==> src/rtl/summator_reg_if.sv <==
// Operand/sum bundle for the registered adder. The master side supplies the
// two unsigned operands and observes the registered sum; the slave side is
// the adder itself.
interface summator_reg_if #(
  parameter int reglength = 3
);
  logic [reglength-1:0] r1;
  logic [reglength-1:0] r2;
  logic [reglength:0]   summa;

  modport master (output r1, output r2, input summa);
  modport slave  (input r1, input r2, output summa);
endinterface

==> src/rtl/summator_reg.sv <==
// Registered unsigned adder: operands are captured on one edge, their sum is
// registered on the next, so a pair sampled at edge N shows on summa after
// edge N+1. Reset preloads the operand registers with r1val/r2val (truncated
// to reglength bits) and the sum register with their full-width sum, so a
// known value is present on summa for as long as reset is held.
module summator_reg #(
  parameter int          reglength = 3,
  parameter int unsigned r1val     = 0,
  parameter int unsigned r2val     = 0
) (
  input  logic           clk,
  input  logic           rst,
  summator_reg_if.slave  bus
);

  localparam logic [reglength-1:0] A_RST = r1val[reglength-1:0];
  localparam logic [reglength-1:0] B_RST = r2val[reglength-1:0];
  localparam logic [reglength:0]   S_RST = {1'b0, A_RST} + {1'b0, B_RST};

  logic [reglength-1:0] a_p0;
  logic [reglength-1:0] b_p0;
  logic [reglength:0]   s_p1;

  logic [reglength:0]   carry;
  logic [reglength-1:0] sum_bits;

  // Stage p0: capture operands every cycle; no enable, the pipe always moves.
  always_ff @(posedge clk or posedge rst) begin
    if (rst) begin
      a_p0 <= A_RST;
      b_p0 <= B_RST;
    end else begin
      a_p0 <= bus.r1;
      b_p0 <= bus.r2;
    end
  end

  // Ripple-carry chain of full-adder cells over the captured operands.
  assign carry[0] = 1'b0;

  genvar i;
  generate
    for (i = 0; i < reglength; i++) begin : g_fa
      assign sum_bits[i]  = a_p0[i] ^ b_p0[i] ^ carry[i];
      assign carry[i+1]   = (a_p0[i] & b_p0[i]) | (carry[i] & (a_p0[i] ^ b_p0[i]));
    end
  endgenerate

  // Stage p1: register the sum; the final carry lands in the MSB.
  always_ff @(posedge clk or posedge rst) begin
    if (rst) begin
      s_p1 <= S_RST;
    end else begin
      s_p1 <= {carry[reglength], sum_bits};
    end
  end

  assign bus.summa = s_p1;

endmodule

==> src/flat_wrapper.sv <==
// flat-port wrapper written by rule: the top's interface ports become plain ports
module summator_reg_flat 
#(
  parameter int          reglength = 3,
  parameter int unsigned r1val     = 0,
  parameter int unsigned r2val     = 0
)
  (clk, rst, bus_r1, bus_r2, bus_summa);
  summator_reg_if #(.reglength(reglength)) bus_i ();
  input  logic clk;
  input  logic rst;
  input wire logic [$bits(bus_i.r1)-1:0] bus_r1;
  input wire logic [$bits(bus_i.r2)-1:0] bus_r2;
  output wire logic [$bits(bus_i.summa)-1:0] bus_summa;
  assign bus_i.r1 = bus_r1;
  assign bus_i.r2 = bus_r2;
  assign bus_summa = bus_i.summa;
  summator_reg #(.reglength(reglength), .r1val(r1val), .r2val(r2val)) u_core (.clk(clk), .rst(rst), .bus(bus_i));
endmodule
==> config.mk <==
export PLATFORM = sky130hd
export DESIGN_NAME = summator_reg_flat
export DESIGN_NICKNAME = d
export VERILOG_FILES = /design/src/rtl/summator_reg_if.sv /design/src/rtl/summator_reg.sv /design/src/flat_wrapper.sv
export SDC_FILE = /design/constraint.sdc
export NUM_CORES = 1
export LEC_CHECK = 0
export BUFFER_PORTS_ARGS = -buffer_cell sky130_fd_sc_hd__buf_4
export CAP_MARGIN = 20
export CORE_AREA = 2 2 39 41
export CTS_CLUSTER_DIAMETER = 60
export CTS_CLUSTER_SIZE = 28
export DETAILED_ROUTE_END_ITERATION = 8
export DIE_AREA = 0 0 41 43
export GPL_TIMING_DRIVEN = 0
export SETUP_SLACK_MARGIN = 0.1
export SYNTH_ARGS = -nofsm -noshare
export SYNTH_HDL_FRONTEND = slang
export SYNTH_SLANG_ARGS = --single-unit
==> constraint.sdc <==
create_clock -name clk -period 2 [get_ports clk]
set_input_delay 0.6 -clock clk [delete_from_list [all_inputs] [get_ports clk]]
set_output_delay 0.6 -clock clk [all_outputs]
set_load 0.005 [all_outputs]
; ---- After elaboration in Yosys (flattened, before gate mapping)
; Index checks and enable logic that the tools add are counted.
[op_classes]
order_cmp = 0
add_sub_neg = 0
n_div = 0
mux = 0
n_mul = 0
reduce_logical = 0
shifts = 0
n_eq_ne = 0
n_bitwise = 12
[op_table]
columns = cell, count
row1 = $and A1 B1 Y1, 5
row2 = $xor A1 B1 Y1, 5
row3 = $or A1 B1 Y1, 2
[word_totals]
word_cells = 15
memories = 0
reg_bits = 10
latch_bits = 0
output_inout_bits = 4
mem_bits_rw = 0
mem_bits_ro = 0

; ---- Depth between registers and ports, before layout
; Gate-level depths: netlist (run 1).
[depth]
depth_word = 5
mapped_depth = 5

; ---- Least setup slack after synthesis (run 1)
; No wires, ideal clock.
[synth_timing]
path_kind = reg2reg
startpoint = register u_core.b_p0[0]
endpoint = register u_core.s_p1[2] (netlist: u_core.bus.summa[2])
setup_time_ns = 0.064
path_slack_ns = 0.539
arrival_ns = 1.397
n_path_buf = 0
stages_incl_launch_ff = 6
synth_period_minus_slack_ns = 1.461
cell_sequence = dfrtp_1 > ha_1 > fa_1 > inv_1 > fa_1 > inv_1
[synth_via]
elab_chain_cells = 4
[synth_lines]
columns = item, line_no
row1 = "start, declared", summator_reg.sv:21  ; logic [reglength-1:0] b_p0;
row2 = "start signal, assigned", summator_reg.sv:34  ; b_p0 <= bus.r2;
row3 = $and A1 B1 Y1 (2 in series), summator_reg.sv:45  ; assign carry[i+1] = (a_p0[i] & b_p0[i]) | (carry[i] & (a_p0[i] ^ b_p0[i]));
row4 = $or A1 B1 Y1, summator_reg.sv:45
row5 = $xor A1 B1 Y1, summator_reg.sv:44  ; assign sum_bits[i] = a_p0[i] ^ b_p0[i] ^ carry[i];
row6 = via u_core.sum_bits[2], summator_reg.sv:25  ; logic [reglength-1:0] sum_bits;
row7 = "end signal, assigned", summator_reg.sv:54  ; s_p1 <= {carry[reglength], sum_bits};
row8 = "end, declared", summator_reg.sv:22  ; logic [reglength:0] s_p1;
; The timed path passes the listed nets, and every way through them passes these cells.

; ---- Worst setup path after layout (run 1)
; Same ends and word-level chain as after synthesis.

==> summary.md, run 1 <==
| Metric | Value |
|---|---|
| Crit path arrival time | 1700 ps |
| Mapped Cells | 19 |
| Setup repair bufs after CTS | 0 |
| Critical path depth in cells | 5 |
| Via count | 184 |
| CTS tree | done |
| CTS buffer count | 3 |
| Net Count, Synth | 30 |
| Vias in the first global route | 231 |
| Fill count | 138 |
| Relative max-transition margin | 76.5% |
| Antenna diode count | 0 |
| Post-cts hold buffer count | 0 |
| CTS Sinks | 10 |
| Status | complete, no violations |
| Critical path peak fanout | 1 |
| Row count | 14 |
| Die Wd | 41 um |
| Multi-input gate area | 52.6 um2 |
| Initial antenna violation count | 0 |
| Power per cell area | 876 nW/um2 |
| Count of state elements after synthesis | 10 |
| Dpl cells | 46 |
| CP Buf/Inv Count | 2 |
| Synth warnings | 0 |
| Layout area overhead | 38.5% |
| DR iter-0 viols | 0 |
| Crit path cell chain | ha_1, fa_1, inv_1, fa_1, inv_1 |
| VDD IR-drop max | 0.000360 V |
| Power Total | 395 uW |
| Core area | 1380 um2 |
| Critical Path End | u_core.bus.summa[2] |
| Crit path launch | u_core.b_p0[0] |
| CTS Root Cell | clkbuf_4 |
| H-tree Lvls | 1 |
| Die area | 1760 um2 |
| Mapped Area | 325 um2 |
| GRT Total Usage | 8.79% |
| Max Fclk | 665 MHz |
| Setup slack, reg-to-reg | 500 ps |
| Final ANT Viol Nets | 0 |
| Register area | 250 um2 |
| IO buf count | 11 |
| RSZ-0062 raised after global routing | false |
| R2R Path Start | u_core.b_p0[0] |
| Min Tclk post-route | 1500 ps |
| First-pass GRT wire length | 883 um |
| Final hold violations | 0 |
| Synth unique cells | 4 |
| Slew @ Worst Pin | 353 ps |
| Post-route DRC | 0 |
| Fraction of layout instances using a drive strength above 1 | 42.4% |
| Vias per cell | 3.76 |
| Max clock buf depth | 2 |
| Period utilization | 75.2% |
| CP peak stage delay | 400 ps |
| Nets | 46 |
| Largest net degree at the start of global routing | 11 |
| Slew Viols, Final | 0 |
| Final setup fails | 0 |
| Avg Inst Size Synth | 17.1 um2 |
| CP Class | reg -> reg |
| WP data required | 2200 ps |
| Die outline height | 43 um |
| Crit-path leading delay family | adder cells |
| Post-layout util | 32.5% |
| Router iterations before antenna repair | 1 |
| Setup_tns | 0 ps |
| Residual overflow from global routing | 0 |
| Reg2Reg Depth | 5 |
| Worst setup SP type | flip-flop |
| Number of max-cap violations | 0 |
| Post-synthesis sequential area ratio | 76.9% |
| Drt wl/cell | 9.61 um |
| I/O Pins | 12 |
| Cts repair resizes | 0 |
| RePlAce Congestion | 0.626 |
| Worst-skew pair later-pin latency | 260 ps |
| CP Capture Type | flip-flop |
| Reg-to-Reg End | u_core.bus.summa[2] |
| Initial Util | 23.5% |
| LEAKAGE | 0.000238 uW |
| Routed WL | 471 um |
| Min-delay worst type | in -> async |
| Setup Skew | 0.776 ps |
| Final Non-Filler Cells | 49 |
| Worst path slowest cell | fa_1 |
| Clock Pin Slew Worst Setup and Hold Paths | 60 ps |
==> per-layer routing <==
layer | share of wire [%] | global-route usage (%) | up-vias
li1 | - | - | 81
met2 | 48 | 12.2 | 15
met5 | 0 | 0 | -
met1 | 32 | 6.83 | 86
met3 | 18 | 9.42 | 2
met4 | 2.3 | 6.00 | 0
==> where the power goes <==
part / switching [uW] / total [uW] / internal [uW]
sequential: 5.12 / 224 / 219
clock: 59.4 / 128 / 69.0
combinational: 16.5 / 42.2 / 25.7
total: 81.0 / 395 / 314
==> worst reg2reg max path, cell delays in order (launching register included) <==
cell     delay (ps)
dfrtp_1         360
ha_1            200
fa_1            350
inv_1            70
fa_1            400
inv_1            60
==> area by class of cell <==
type | count | share of cell area (%)
clock buffer | 3 | 5.00
inverter | 6 | 5.00
multi-input combinational | 3 | 11.7
sequential | 10 | 55.6
tap | 16 | 4.44
timing repair buffer | 11 | 18.3
==> cell usage after synthesis <==
cell type  number  area (um2)
dfrtp_1        10         250
ha_1            1        12.5
fa_1            2        40.0
inv_1           6        22.5
==> through the flow <==
step	worst slack, ps	hold WS, ps	cell area, um2
2_1_floorplan	539	440	325
3_3_place_gp	510	452	428
3_5_place_dp	487	458	428
4_1_cts	474	309	450
5_1_grt	393	328	450
6_report	497	306	450
==> layout by cell type (no fill, tap or decap) <==
cell type	count
dfrtp_1	10
ha_1	1
buf_4	11
clkbuf_4	3
fa_1	2
inv_1	6
==> worst min path at each step <==
stage | from | endpoint | slack, ps | depth (start not counted)
3_5_place_dp | u_core.a_p0[0] | u_core.bus.summa[0] | 460 | 1
2_1_floorplan | rst | u_core.a_p0[0] | 440 | 1
3_3_place_gp | u_core.a_p0[0] | u_core.bus.summa[0] | 450 | 1
4_1_cts | rst | u_core.b_p0[1] | 310 | 2
5_1_grt | rst | u_core.b_p0[2] | 330 | 2
6_report | rst | u_core.b_p0[1] | 310 | 2
==> registers in the layout, indices dropped and copies added (netlist names) <==
signal	cells
u_core.a_p0	3
u_core.bus.summa	4
u_core.b_p0	3
==> cell families (layout without fill, tap and decap cells) <==
group	count (synthesis)	in the layout	share of synthesized area, %
buffers and inverters	6	20	6.92
adder cells (fa/ha/maj)	3	3	16.2
flip-flops	10	10	76.9
Power figures use the tool's default switching activity.
==> inputs of run 2 (changes only) <==
- clock period: 2 -> 1.57 ns (I/O delays scaled with it)
==> run 2 against run 1 <==
Net effect:
- core utilization rose by 0.36 points
- non-clock buffer count unchanged
- final cell count unchanged
- fmax grew 4.6%
- final area is 1.1% higher
- power is 28% higher
- wire length is 0.42% higher
- critical path depth unchanged
- clock skew about the same
==> summary.md, run 2 (same netlist as run 1, synthesis figures left out) <==
| Metric | Value |
|---|---|
| Die outline height | 43 um |
| CTS tree | done |
| Max Fclk | 696 MHz |
| Status | complete, no violations |
| Comb pwr share | 11.0% |
| Layout area overhead | 40.0% |
| Via count | 184 |
| Max clock buf depth | 2 |
| DR iter-0 viols | 0 |
| Worst-skew pair later-pin latency | 260 ps |
| RSZ-0062 raised after global routing | true |
| Relative max-transition margin | 76.4% |
| Final ANT Viol Nets | 0 |
| Residual overflow from global routing | 0 |
| CP Class | reg -> reg |
| CTS buffer count | 3 |
| CP Capture Type | flip-flop |
| I/O Pins | 12 |
| Setup Skew | 0.822 ps |
| LEAKAGE | 0.000234 uW |
| Drt wl/cell | 9.65 um |
| Core area | 1380 um2 |
| Min-delay worst type | in -> async |
| Slew Viols, Final | 0 |
| Commonest non-fill, non-tap cell in the layout | buf_4 |
| Number of max-cap violations | 0 |
| R2R Path Start | u_core.a_p0[0] |
| CTS Root Cell | clkbuf_4 |
| RePlAce Congestion | 0.626 |
| Critical path peak fanout | 1 |
| Setup slack, reg-to-reg | 130 ps |
| Slew @ Worst Pin | 353 ps |
| Hold Slack | 177 ps |
| Die Wd | 41 um |
| Reg2Reg Depth | 5 |
| Row count | 14 |
| Reg-to-Reg End | u_core.bus.summa[2] |
| Sw frac | 20.6% |
| Min Tclk post-route | 1440 ps |
| CTS Sinks | 10 |
| Post-route DRC | 0 |
| GRT Total Usage | 8.79% |
| First-pass GRT wire length | 883 um |
| WP data required | 1770 ps |
| Worst setup SP type | flip-flop |
| Setup_tns | 0 ps |
| Die area | 1760 um2 |
| Routed WL | 473 um |
| H-tree Lvls | 1 |
| Most frequent cells in the layout | 11 x buf_4, 10 x dfrtp_1, 5 x inv_1 |
| Router iterations before antenna repair | 1 |
| Internal power | 401 uW |
| Part of the power in registers | 56.7% |
| Period utilization | 91.5% |
| Antenna diode count | 0 |
| VDD IR-drop max | 0.000468 V |
| Nets | 46 |
| Max reg flops | 4 |
| Initial antenna violation count | 0 |
| Crit path arrival time | 1640 ps |
| Fraction of layout instances using a drive strength above 1 | 51.5% |
| IO buf count | 11 |
| Clk pwr share | 32.4% |
| Post-cts hold buffer count | 0 |
| Final setup fails | 0 |
| Sw Pwr | 104 uW |
| Vias per cell | 3.76 |
| Power per cell area | 1110 nW/um2 |
| Vias in the first global route | 231 |
| Final hold violations | 0 |
| Initial Util | 23.5% |
| Largest net degree at the start of global routing | 11 |
| Clock Pin Slew Worst Setup and Hold Paths | 60 ps |
| Setup repair bufs after CTS | 0 |
## run 2: final cells by class
class,count,area (um2)
fillers,137,928
flip-flops and latches,10,250
repair buffers,11,82.6
multi-input cells,3,57.6
clock buffers,3,22.5
inverters,6,22.5
well taps,16,20.0
## run 2: layer usage
metal	vias up	routed length [um]	global-route usage, %
li1	81	-	-
met1	86	150	6.83
met2	15	227	12.2
met3	2	84	9.42
met4	0	11	6.00
met5	-	0	0
## run 2: how the worst max path moves through the flow
stage	start	to	slack (ps)	cells past startpoint
2_1_floorplan	u_core.b_p0[0]	u_core.bus.summa[2]	110	5
3_3_place_gp	u_core.b_p0[0]	u_core.bus.summa[2]	80	5
3_5_place_dp	u_core.b_p0[0]	u_core.bus.summa[2]	60	5
4_1_cts	u_core.a_p0[0]	u_core.bus.summa[2]	110	5
5_1_grt	u_core.a_p0[0]	u_core.bus.summa[2]	60	5
6_report	u_core.a_p0[0]	u_core.bus.summa[2]	130	5
## run 2: per-stage QoR
step                power, uW  util, %  std cells  setup slack, ps  cell area (um2)
floorplan                 307        -         19              109              325
global placement          342     30.9         46             79.7              428
detailed placement        347     30.9         46             57.2              428
CTS                       519     32.9         49              108              455
global route              542     32.9         49             59.7              455
finish                    505     32.9         49              133              455
## run 2: power groups by stage
stage | clock network [uW] | logic, uW | registers, uW
detailed placement | 0 | 56.1 | 291
CTS | 175 | 57.9 | 286
global route | 190 | 64.8 | 287
global placement | 0 | 52.7 | 289
finish | 163 | 55.3 | 286
floorplan | 0 | 15.7 | 292
## run 2: critical path: stages, from the launching register on
cell and delay [ps]:
dfrtp_1 360, ha_2 180, fa_2 330, inv_2 60, fa_1 390, inv_1 60
## run 2: timing repair
item | CTS | global route
setup endpoints to repair | 1 | 1
gates resized for setup | 3 | 0
pin swaps | 2 | 1
